### src/rtl/ob_cmd_sched.sv
// ob_cmd_sched -- order-book command scheduler.
//
// Pops one command at a time from the ingress queue, issues it to the bid
// and/or ask table, waits for the table acknowledge (with a timeout), and
// pushes a single response to the egress queue.
//
// Ports:
//   clk_i, rst_ni                  clock, asynchronous active-low reset
//   cmd_empty_i, cmd_opcode_i,
//   cmd_uid_i/qty_i/price_i        head of ingress queue
//   cmd_pop_o                      pop head of ingress queue
//   bid_req_vld_o, ask_req_vld_o   request strobes to bid / ask table
//   tbl_req_op/uid/qty/price_o     request fields shared by both tables
//   bid_ack_i/hit_i, ask_ack_i/hit_i  table acknowledge and hit flag
//   rsp_full_i, rsp_push_o,
//   rsp_uid_o, rsp_status_o        egress queue handshake and response
//   busy_o                         scheduler not idle
//   cmd_cnt_o                      saturating count of responses pushed
module ob_cmd_sched #(
  parameter int UID_W   = 8,
  parameter int QTY_W   = 16,
  parameter int PRICE_W = 16,
  parameter int TIMEOUT = 64
) (
  input  logic               clk_i,
  input  logic               rst_ni,
  input  logic               cmd_empty_i,
  input  logic [1:0]         cmd_opcode_i,
  input  logic [UID_W-1:0]   cmd_uid_i,
  input  logic [QTY_W-1:0]   cmd_qty_i,
  input  logic [PRICE_W-1:0] cmd_price_i,
  output logic               cmd_pop_o,
  output logic               bid_req_vld_o,
  output logic               ask_req_vld_o,
  output logic [1:0]         tbl_req_op_o,
  output logic [UID_W-1:0]   tbl_req_uid_o,
  output logic [QTY_W-1:0]   tbl_req_qty_o,
  output logic [PRICE_W-1:0] tbl_req_price_o,
  input  logic               bid_ack_i,
  input  logic               bid_hit_i,
  input  logic               ask_ack_i,
  input  logic               ask_hit_i,
  input  logic               rsp_full_i,
  output logic               rsp_push_o,
  output logic [UID_W-1:0]   rsp_uid_o,
  output logic [1:0]         rsp_status_o,
  output logic               busy_o,
  output logic [15:0]        cmd_cnt_o
);

  localparam logic [1:0] ST_IDLE      = 2'd0;
  localparam logic [1:0] ST_ISSUE_BID = 2'd1;
  localparam logic [1:0] ST_ISSUE_ASK = 2'd2;
  localparam logic [1:0] ST_RSP       = 2'd3;

  localparam logic [1:0] OPC_NOP    = 2'd0;
  localparam logic [1:0] OPC_BUY    = 2'd1;
  localparam logic [1:0] OPC_SELL   = 2'd2;
  localparam logic [1:0] OPC_CANCEL = 2'd3;

  localparam logic [1:0] TBL_NONE   = 2'd0;
  localparam logic [1:0] TBL_INSERT = 2'd1;
  localparam logic [1:0] TBL_CANCEL = 2'd2;

  localparam logic [1:0] RS_OK       = 2'd0;
  localparam logic [1:0] RS_REJECT   = 2'd1;
  localparam logic [1:0] RS_NOTFOUND = 2'd2;
  localparam logic [1:0] RS_TIMEOUT  = 2'd3;

  localparam logic [7:0] TMO_LAST = 8'(TIMEOUT - 1);

  logic [1:0]         state_q, state_d;
  logic [1:0]         op_q, op_d;
  logic [UID_W-1:0]   uid_q, uid_d;
  logic [QTY_W-1:0]   qty_q, qty_d;
  logic [PRICE_W-1:0] price_q, price_d;
  logic [1:0]         status_q, status_d;
  logic [7:0]         tmo_q, tmo_d;
  logic [15:0]        cnt_q, cnt_d;
  logic               zero_qty_s;

  assign zero_qty_s = (cmd_qty_i == {QTY_W{1'b0}});

  // Next-state, latched-field, timeout and response-counter logic.
  always_comb begin
    state_d  = state_q;
    op_d     = op_q;
    uid_d    = uid_q;
    qty_d    = qty_q;
    price_d  = price_q;
    status_d = status_q;
    tmo_d    = tmo_q;
    cnt_d    = cnt_q;
    case (state_q)
      ST_IDLE: begin
        if (!cmd_empty_i) begin
          uid_d   = cmd_uid_i;
          qty_d   = cmd_qty_i;
          price_d = cmd_price_i;
          tmo_d   = 8'd0;
          case (cmd_opcode_i)
            OPC_BUY, OPC_SELL: begin
              if (zero_qty_s) begin
                // Zero quantity never reaches a table.
                op_d     = TBL_NONE;
                status_d = RS_REJECT;
                state_d  = ST_RSP;
              end else begin
                op_d    = TBL_INSERT;
                state_d = (cmd_opcode_i == OPC_BUY) ? ST_ISSUE_BID : ST_ISSUE_ASK;
              end
            end
            OPC_CANCEL: begin
              // Cancel probes the bid table first, then the ask table.
              op_d    = TBL_CANCEL;
              state_d = ST_ISSUE_BID;
            end
            default: begin
              op_d     = TBL_NONE;
              status_d = RS_OK;
              state_d  = ST_RSP;
            end
          endcase
        end else begin
          state_d = ST_IDLE;
        end
      end
      ST_ISSUE_BID: begin
        // Ack wins over a timeout landing in the same cycle.
        if (bid_ack_i) begin
          if (op_q == TBL_CANCEL) begin
            if (bid_hit_i) begin
              status_d = RS_OK;
              state_d  = ST_RSP;
            end else begin
              tmo_d   = 8'd0;
              state_d = ST_ISSUE_ASK;
            end
          end else begin
            status_d = bid_hit_i ? RS_OK : RS_REJECT;
            state_d  = ST_RSP;
          end
        end else if (tmo_q == TMO_LAST) begin
          status_d = RS_TIMEOUT;
          state_d  = ST_RSP;
        end else begin
          tmo_d = tmo_q + 8'd1;
        end
      end
      ST_ISSUE_ASK: begin
        if (ask_ack_i) begin
          if (op_q == TBL_CANCEL) begin
            status_d = ask_hit_i ? RS_OK : RS_NOTFOUND;
          end else begin
            status_d = ask_hit_i ? RS_OK : RS_REJECT;
          end
          state_d = ST_RSP;
        end else if (tmo_q == TMO_LAST) begin
          status_d = RS_TIMEOUT;
          state_d  = ST_RSP;
        end else begin
          tmo_d = tmo_q + 8'd1;
        end
      end
      ST_RSP: begin
        if (!rsp_full_i) begin
          state_d = ST_IDLE;
          if (cnt_q != 16'hFFFF) begin
            cnt_d = cnt_q + 16'd1;
          end else begin
            cnt_d = cnt_q;
          end
        end else begin
          state_d = ST_RSP;
        end
      end
      default: begin
        state_d = ST_IDLE;
      end
    endcase
  end

  // State and latched command registers.
  always_ff @(posedge clk_i or negedge rst_ni) begin
    if (!rst_ni) begin
      state_q  <= ST_IDLE;
      op_q     <= TBL_NONE;
      uid_q    <= {UID_W{1'b0}};
      qty_q    <= {QTY_W{1'b0}};
      price_q  <= {PRICE_W{1'b0}};
      status_q <= RS_OK;
      tmo_q    <= 8'd0;
      cnt_q    <= 16'd0;
    end else begin
      state_q  <= state_d;
      op_q     <= op_d;
      uid_q    <= uid_d;
      qty_q    <= qty_d;
      price_q  <= price_d;
      status_q <= status_d;
      tmo_q    <= tmo_d;
      cnt_q    <= cnt_d;
    end
  end

  // cmd_pop is gated by rst_ni so it stays low while reset is asserted.
  assign cmd_pop_o       = rst_ni && (state_q == ST_IDLE) && !cmd_empty_i;
  assign bid_req_vld_o   = (state_q == ST_ISSUE_BID);
  assign ask_req_vld_o   = (state_q == ST_ISSUE_ASK);
  assign tbl_req_op_o    = op_q;
  assign tbl_req_uid_o   = uid_q;
  assign tbl_req_qty_o   = qty_q;
  assign tbl_req_price_o = price_q;
  assign rsp_push_o      = (state_q == ST_RSP) && !rsp_full_i;
  assign rsp_uid_o       = uid_q;
  assign rsp_status_o    = status_q;
  assign busy_o          = (state_q != ST_IDLE);
  assign cmd_cnt_o       = cnt_q;

endmodule
### config.mk
export PLATFORM = sky130hd
export DESIGN_NAME = ob_cmd_sched
export DESIGN_NICKNAME = d
export VERILOG_FILES = /design/src/rtl/ob_cmd_sched.sv
export SDC_FILE = /design/constraint.sdc
export NUM_CORES = 1
export LEC_CHECK = 0
export ABC_AREA = 1
export CORE_ASPECT_RATIO = 2
export CORE_MARGIN = 2
export CORE_UTILIZATION = 49
export CTS_CLUSTER_SIZE = 20
export DETAILED_ROUTE_END_ITERATION = 8
export DONT_BUFFER_PORTS = 1
export PLACE_DENSITY = 0.66
export SKIP_CTS_REPAIR_TIMING = 1
export SLEW_MARGIN = 20
export SYNTH_ARGS = -nofsm -noshare
export SYNTH_HDL_FRONTEND = slang
export SYNTH_SLANG_ARGS = --single-unit
export TNS_END_PERCENT = 20
### constraint.sdc
create_clock -name clk_i -period 1.5 [get_ports clk_i]
set_input_delay 0.3 -clock clk_i [delete_from_list [all_inputs] [get_ports clk_i]]
set_output_delay 0.3 -clock clk_i [all_outputs]
set_load 0.02 [all_outputs]
== Yosys cells after proc, flatten, opt, wreduce, memory -nomap -nowiden ==
Index checks and enable logic that the tools add are counted.
Storage, ports and cells
  register bits after elaboration: 70
  input port bits: 50
  output and inout bits: 73
  logic and storage cells: 75
Operators by class
  add/sub/neg operators: 2
  equal/unequal tests: 16
  multiplexer cells: 33
  bitwise gates (word level): 2
  reductions and logical operators: 14
Operator list (count)
  $mux 8: 6
  $mux 2: 17
  $pmux 8 s3: 1
  $add 16x1->16 const B: 1
  $logic_not 16->1: 1
  $ne 16x16->1 const B: 1
  $pmux 2 s2: 3
  $eq 2x2->1 const B: 5
  $reduce_and 5->1: 2
  $add 8x1->8 const B: 1
  $eq 8x6->1 const B: 1
  $pmux 2 s4: 1
  $ne 2x2->1 const B: 3
  $ne 3x3->1 const B: 2
  $pmux 2 s3: 1
  $eq 2x1->1 const B: 2
  $mux 1: 4
  $ne 4x4->1 const B: 1
  $logic_and 1x1->1: 3
  $ne 3x2->1 const B: 1
  $reduce_and 3->1: 1
  $reduce_bool 3->1: 1
  $logic_not 1->1: 2
  $logic_not 2->1: 1
  other kinds (4): 5

== Depth between registers and ports, before layout ==
Gate-level depths: netlist (run 1).
  depth in word-level cells: 6
  gate-level depth with buffers: 10
  gate-level depth less buffers: 10

== Worst setup path before layout (run 1) ==
OpenSTA, ideal clock, no wires.
  kind: register to register
  from: register cnt_q[0] (netlist: cmd_cnt_o[0])
  to: register cnt_q[15] (netlist: cmd_cnt_o[15])
  arrival: 1.610 ns
  data required time: 1.382 ns
  setup slack: -0.228 ns
  cell stages (with the launch flop): 10
  buffers on the path: 1
  clock period less this slack: 1.728 ns
  cells stage by stage: dfrtp_1 > ha_1 > nand2_1 > nor3_2 > nand3b_1 > nand2_2 > nand2_4 > buf_6 > nand2_1 > o21ai_2
Between the ends
  word-level cells in the longest chain between the ends: 2
  elaborated cells between the ends (all ways): 3
RTL lines
  start: declaration: line 79  | logic [15:0] cnt_q, cnt_d;
  start signal: assignment: line 202  | cnt_q <= cnt_d;
  parallel branches: the longest is 2 deep, another holds $add 16x1->16
Parallel ways; which one is timed is not known.
A chain may end at the register's enable or synchronous reset.

== Worst setup path in the final report (run 1) ==
  from: register state_q[0]
  to: output rsp_push_o
Between the ends
  word-level cells in the longest chain between the ends: 2
RTL lines
  start: declaration: line 72  | logic [1:0] state_q, state_d;
  start signal: assignment: line 195  | state_q <= state_d;
  $eq 2x2->1: line 214  | assign rsp_push_o = (state_q == ST_RSP) && !rsp_full_i;
  $logic_and 1x1->1: line 214
  end: declaration: line 44  | output logic rsp_push_o,
Every way passes these cells.

==> results of run 1 <==
## cells by family (layout without fill, tap and decap cells)
group,count (synthesis),count (layout)
fa+ha+maj,10,10
xor+xnor,11,11
mux,40,40
buf+inv,55,120
flops,70,70
compound gates,33,33
simple gates,165,167
## cell usage after synthesis (2+ instances only)
library cell and count:
nand3_1 19, o21ai_2 7, a21oi_1 14, buf_6 7, nand4_1 2, mux2_4 36
nor3_2 2, nor3_1 4, o21ai_0 9, inv_1 39, ha_1 10, mux2_2 4
xor2_1 9, dfrtp_1 70, nor2_1 36, xnor2_1 2, nand2_2 2, nand3b_1 2
nand2_1 91, buf_4 8
## metrics by stage
| step | TNS (ns) | worst slack, ns |
|---|---|---|
| after CTS | -9.443 | -0.2866 |
| final | -5.427 | -0.2028 |
| after floorplan | -4.971 | -0.1050 |
| after global placement | -4.530 | -0.09973 |
| after global routing | -9.450 | -0.2440 |
| after detailed placement | -7.759 | -0.1617 |
## critical path, cell delays in order, from the launching register on
cell and delay (ns):
dfrtp_2 0.42, ha_2 0.21, inv_2 0.05, nor2_4 0.14, buf_4 0.13, buf_4 0.12
## registers in the layout, indices dropped and copies added (netlist names)
signal           cells
tmo_q                8
tbl_req_price_o     16
rsp_uid_o            8
tbl_req_qty_o       16
state_q              2
cmd_cnt_o           16
rsp_status_o         2
tbl_req_op_o         2
## metal layers
layer | share of wire (%) | vias to the layer above | routed length [µm]
met5 | 0 | - | 0
met4 | 2.3 | 0 | 201
met3 | 9.7 | 15 | 833
met2 | 51 | 152 | 4392
met1 | 37 | 1384 | 3195
li1 | - | 1350 | -
## report_power, final
group          leakage (µW)  total [µW]  switching, µW  internal (µW)
clock              0.000166        2340            749           1590
sequential         0.000863        4160           1480           2680
combinational       0.00142        4360           2050           2300
total               0.00245       10800           4280           6570
## worst min path at each step
stage	start	end	slack, ns	depth (start not counted)
floorplan	rst_ni	cmd_cnt_o[0]$_DFFE_PN0P_	0.004	0
global placement	rst_ni	cmd_cnt_o[8]$_DFFE_PN0P_	0.006	0
detailed placement	rst_ni	cmd_cnt_o[7]$_DFFE_PN0P_	0.006	0
CTS	rst_ni	cmd_cnt_o[0]$_DFFE_PN0P_	-0.35	0
global route	rst_ni	cmd_cnt_o[7]$_DFFE_PN0P_	-0.34	0
finish	rst_ni	cmd_cnt_o[7]$_DFFE_PN0P_	-0.33	0
## cell type report
class | count | area, µm²
Timing Repair Buffer | 64 | 545.5
Sequential cell | 70 | 1755
Clock buffer | 13 | 270.3
Multi-Input combinational cell | 261 | 1896
Inverter | 40 | 155.1
Fill cell | 597 | 2684
Clock inverter | 3 | 65.06
Tap cell | 94 | 117.6
## cells in the final DEF, fill, tap and decap left out, types with 3 or more instances in the layout
cell,count
a21oi_1,10
a21oi_2,4
buf_4,55
buf_6,6
clkbuf_16,10
clkbuf_8,3
dfrtp_1,67
dfrtp_2,3
ha_1,5
ha_4,3
inv_1,34
inv_2,4
mux2_2,4
mux2_4,36
nand2_1,78
nand2_2,13
nand2_4,3
nand3_1,17
nor2_1,33
nor2_4,4
nor3_1,4
o21ai_0,4
o21ai_1,4
o21ai_2,8
xor2_1,9
==> impl_results.md, run 1 <==
- Vias: 2,901
- LEAKAGE: 0.002450 µW
- CTS buffer count: 9
- Post-synth EDFFs: 0
- # clock sinks: 70
- Endpoints failing setup: 70
- PnR worst setup slack: -0.2028 ns
- Fin Clk Skew: 0.005089 ns
- Hold_ws: -0.3341 ns
- Arrival @ worst endpoint: 1.40 ns
- Setup Crit Path Kind: register to output port
- RePlAce Congestion: 0.8821
- Worst skew pair latency: 0.33 ns
- Largest family of logic cells by synthesized area: simple AND/OR/NAND/NOR gates
- Post-synthesis mux area share: 15.59%
- Relative slew slack: 72.74%
- # port buffers: 0
- Crit end category: output port
- R2R depth: 8
- Final HPWL from detailed placement: 5938 µm
- Cell area after synthesis: 3756 µm²
- Core ar.: 7488 µm²
- N_diodes: 0
- Num ports: 123
- Syn Inst Count: 384
- DRT antenna net count: 0
- Area contributors post-synth: dfrtp_1 (47%), mux2_4 (14%), nand2_1 (9.1%)
- Synth Net Count: 444
- Power Total: 10,850 µW
- Synth Warn #: 0
- Xor and xnor fraction of the mapped netlist area: 2.565%
- Nets@finish: 506
- Routed wire length: 8624 µm
- Final Instance Area: 4805 µm²
- Total track usage: 19.56%
- Area added between synthesis and finish: 27.91%
- Placed cells: 519
- VDD IR max: 1.265 mV
- Reg2reg start: cmd_cnt_o[1]$_DFFE_PN0P_
- P per Cell Area: 2258 nW/µm²
- Global Route met3 Usage: 6.673%
- Worst reg2reg endpoint: cmd_cnt_o[0]$_DFFE_PN0P_
- Compound-Gate Fraction of Synth Area: 5.230%
- GRT busiest layer: met2
- Tmin final: 1.703 ns
- Post-synth top flop: dfrtp_1
- Max Fclk: 587.3 MHz
- Synth cell types: 31
- Layout cell share with drive strength beyond 1: 38.80%
- Worst setup startpoint: state_q[0]$_DFF_PN0_
- Worst-Margin Slew: 0.4058 ns
- Post-synth top area cell: dfrtp_1
- DR DRC count: 0
- Syn Area/Cell: 9.782 µm²
- Placed Area: 4245 µm²
- Largest net degree at the start of global routing: 72
- #FFs+latches synth: 70
- Worst-path fanout max: 4
- Via-per-instance ratio: 5.323
- Status: finished, violations left
- DR WL/cell: 15.82 µm
- Initial antenna violation count: 0
- R2R Setup Slk: -0.14 ns
- Final core area utilization: 64.16%
- Adder-Cell Fraction of Synth Area: 3.331%
- RSZ-0062 raised after global routing: true
- Share of the synthesized area in the top cell type: 46.64%
- Number of global-route vias before repair: 2,880
- Row cnt: 45
- Final Non-Filler Cells: 545
- CP Data Required Time: 1.20 ns
- Post-synthesis async set-or-reset flop share: 100.0%
- CTS tree: built
- Die X: 65.91 µm
- Startpoint type of the worst setup path: register
- Min-Delay Path Class: input pin to asynchronous set/reset pin
- CP endpoint: rsp_push_o
- Slew Viols, Final: 0
- GR Util met2: 32.26%
- Congestion Overflow GR: 0
- Clock tree buffer depth: 2
- Seq/Total Area, Yosys: 46.64%
- Fin crit share: 113.5%
- First drt pass iteration count: 4
- Post-synthesis simple-gate area fraction: 18.95%
- Root buf cell: clkbuf_16
- GRT met1 Usage: 21.77%
- DR iter-0 viols: 200
- Fin. Hold Viols: 70
- CTS H-tree depth: 3
- Die footprint: 8425 µm²
- First-pass GRT wire length: 12,790 µm
- Die Ht: 127.8 µm
- Starting density of the core: 50.16%
- Max Cap Viol: 0
- Clock slew at the register clock pins of the worst setup and hold paths: 0.05 ns
- Failing checks: hold timing, setup timing
(Power assumes the default switching activity.)
==> run 2: changes to the inputs <==
PLACE_DENSITY = unset   (was 0.66)
clock period = 1.7 ns   (was 1.5 ns; I/O delays follow)
==> run 2 against run 1 <==
Against the previous run: the run ends with hold timing left; sequential share of layout area rose by 1.5 points; largest power group is now sequential cells; largest cell class unchanged; wire length fell by 1.9%; highest routed layer unchanged; critical endpoint is now bid_req_vld_o; hold slack improved by 0.036 ns.
==> impl_results.md, run 2 (synthesis gave the netlist of run 1 again) <==
- Status: finished, violations left
- Failing checks: hold timing
- DR DRC count: 0
- Core ar.: 7488 µm²
- CTS tree: built
- Placed cells: 502
- Worst-Margin Slew: 0.4220 ns
- DR WL/cell: 15.94 µm
- Max Fclk: 596.8 MHz
- Total track usage: 20.11%
- Startpoint type of the worst setup path: register
- RSZ-0062 raised after global routing: true
- Clock tree buffer depth: 2
- Number of global-route vias before repair: 2,807
- Fin Clk Skew: 0.006347 ns
- Routed wire length: 8464 µm
- Placed Area: 4069 µm²
- Hold_ws: -0.2982 ns
- Tmin final: 1.676 ns
- P per Cell Area: 1977 nW/µm²
- Row cnt: 45
- # clock sinks: 70
- CTS H-tree depth: 3
- Worst skew pair latency: 0.33 ns
- Final HPWL from detailed placement: 6005 µm
- Most frequent cells in the layout: nand2_1 (90), dfrtp_1 (67), buf_4 (41)
- Via-per-instance ratio: 5.267
- DRT antenna net count: 0
- LEAKAGE: 0.002291 µW
- Area added between synthesis and finish: 22.78%
- Slew Viols, Final: 0
- First drt pass iteration count: 5
- Largest net degree at the start of global routing: 72
- Max Cap Viol: 0
- Congestion Overflow GR: 0
- Arrival @ worst endpoint: 1.34 ns
- Fin. Hold Viols: 70
- Die footprint: 8425 µm²
- Final Instance Area: 4612 µm²
- Setup Crit Path Kind: register to output port
- CTS buffer count: 9
- Initial antenna violation count: 0
- Relative slew slack: 71.87%
- Die X: 65.91 µm
- Root buf cell: clkbuf_16
- CP Data Required Time: 1.36 ns
- Fin crit share: 98.57%
- Vias: 2,797
- Most common cell after layout, fill and taps aside: nand2_1
- Nets@finish: 492
- Final Non-Filler Cells: 531
- Worst-path fanout max: 4
- N_diodes: 0
- Layout cell share with drive strength beyond 1: 33.18%
- Post-route setup TNS: 0 ns
- Endpoints failing setup: 0
- Starting density of the core: 50.16%
- Clock slew at the register clock pins of the worst setup and hold paths: 0.06 ns
- Num ports: 123
- Min-Delay Path Class: input pin to asynchronous set/reset pin
- VDD IR max: 1.044 mV
- # port buffers: 0
- Crit end category: output port
- RePlAce Congestion: 0.8609
- Die Ht: 127.8 µm
- DR iter-0 viols: 129
- First-pass GRT wire length: 13,030 µm
## run 2: cell types whose count changed in the layout (fill, tap and decap cells not counted), sizes merged
cell,delta
clkinvlp,+1
clkinv,+3
bufinv,-1
clkbuf,-3
buf,-14
## run 2: path summary, 6_finish.rpt
kind,cells after the start,startpoint,slack [ns],to
min reg2reg,2,tmo_q[5]$_DFFE_PN0P_,0.51,tmo_q[5]$_DFFE_PN0P_
max,4,state_q[1]$_DFF_PN0_,0.02,bid_req_vld_o
max reg2reg,9,state_q[0]$_DFF_PN0_,0.03,tmo_q[2]$_DFFE_PN0P_
min,0,rst_ni,-0.30,cmd_cnt_o[4]$_DFFE_PN0P_
max in group asynchronous,0,rst_ni,1.89,state_q[0]$_DFF_PN0_
min in group clk_i,1,cmd_qty_i[4],0.16,tbl_req_qty_o[4]$_DFFE_PN0P_
## run 2: final cells by class
cell class / instances / area (µm²)
well taps: 94 / 117.6
repair buffers: 50 / 457.9
clock inverters: 6 / 61.31
fillers: 622 / 2877
clock buffers: 10 / 239.0
inverters: 40 / 155.1
flip-flops and latches: 70 / 1755
multi-input cells: 261 / 1826
## run 2: stage by stage
stage / worst slack [ns] / power (µW) / util [%] / hold WS [ns]
after floorplan: 0.005164 / 6031 / - / 0.04441
after global placement: 0.01758 / 6722 / 54.34 / 0.04583
after detailed placement: -0.04906 / 6849 / 54.34 / 0.04585
after CTS: -0.1909 / 8755 / 58.35 / -0.3072
after global routing: -0.05437 / 9621 / 61.59 / -0.3060
final: 0.02431 / 9116 / 61.59 / -0.2982
## run 2: critical path, stage by stage (launching register included)
cell and delay [ns]:
dfrtp_2 0.44, inv_4 0.09, ha_2 0.22, buf_4 0.13, buf_4 0.13
## run 2: power by group
group | internal (µW) | switching [µW]
combinational | 1880 | 1680
sequential | 2360 | 1330
clock | 1170 | 692
total | 5420 | 3700
## run 2: layer usage
layer | part of all wire (%) | up-vias | GRT usage (%)
li1 | - | 1325 | -
met5 | 0 | - | 0
met4 | 2.3 | 0 | 10.42
met1 | 39 | 1335 | 24.03
met2 | 51 | 120 | 33.16
met3 | 7.5 | 17 | 4.478
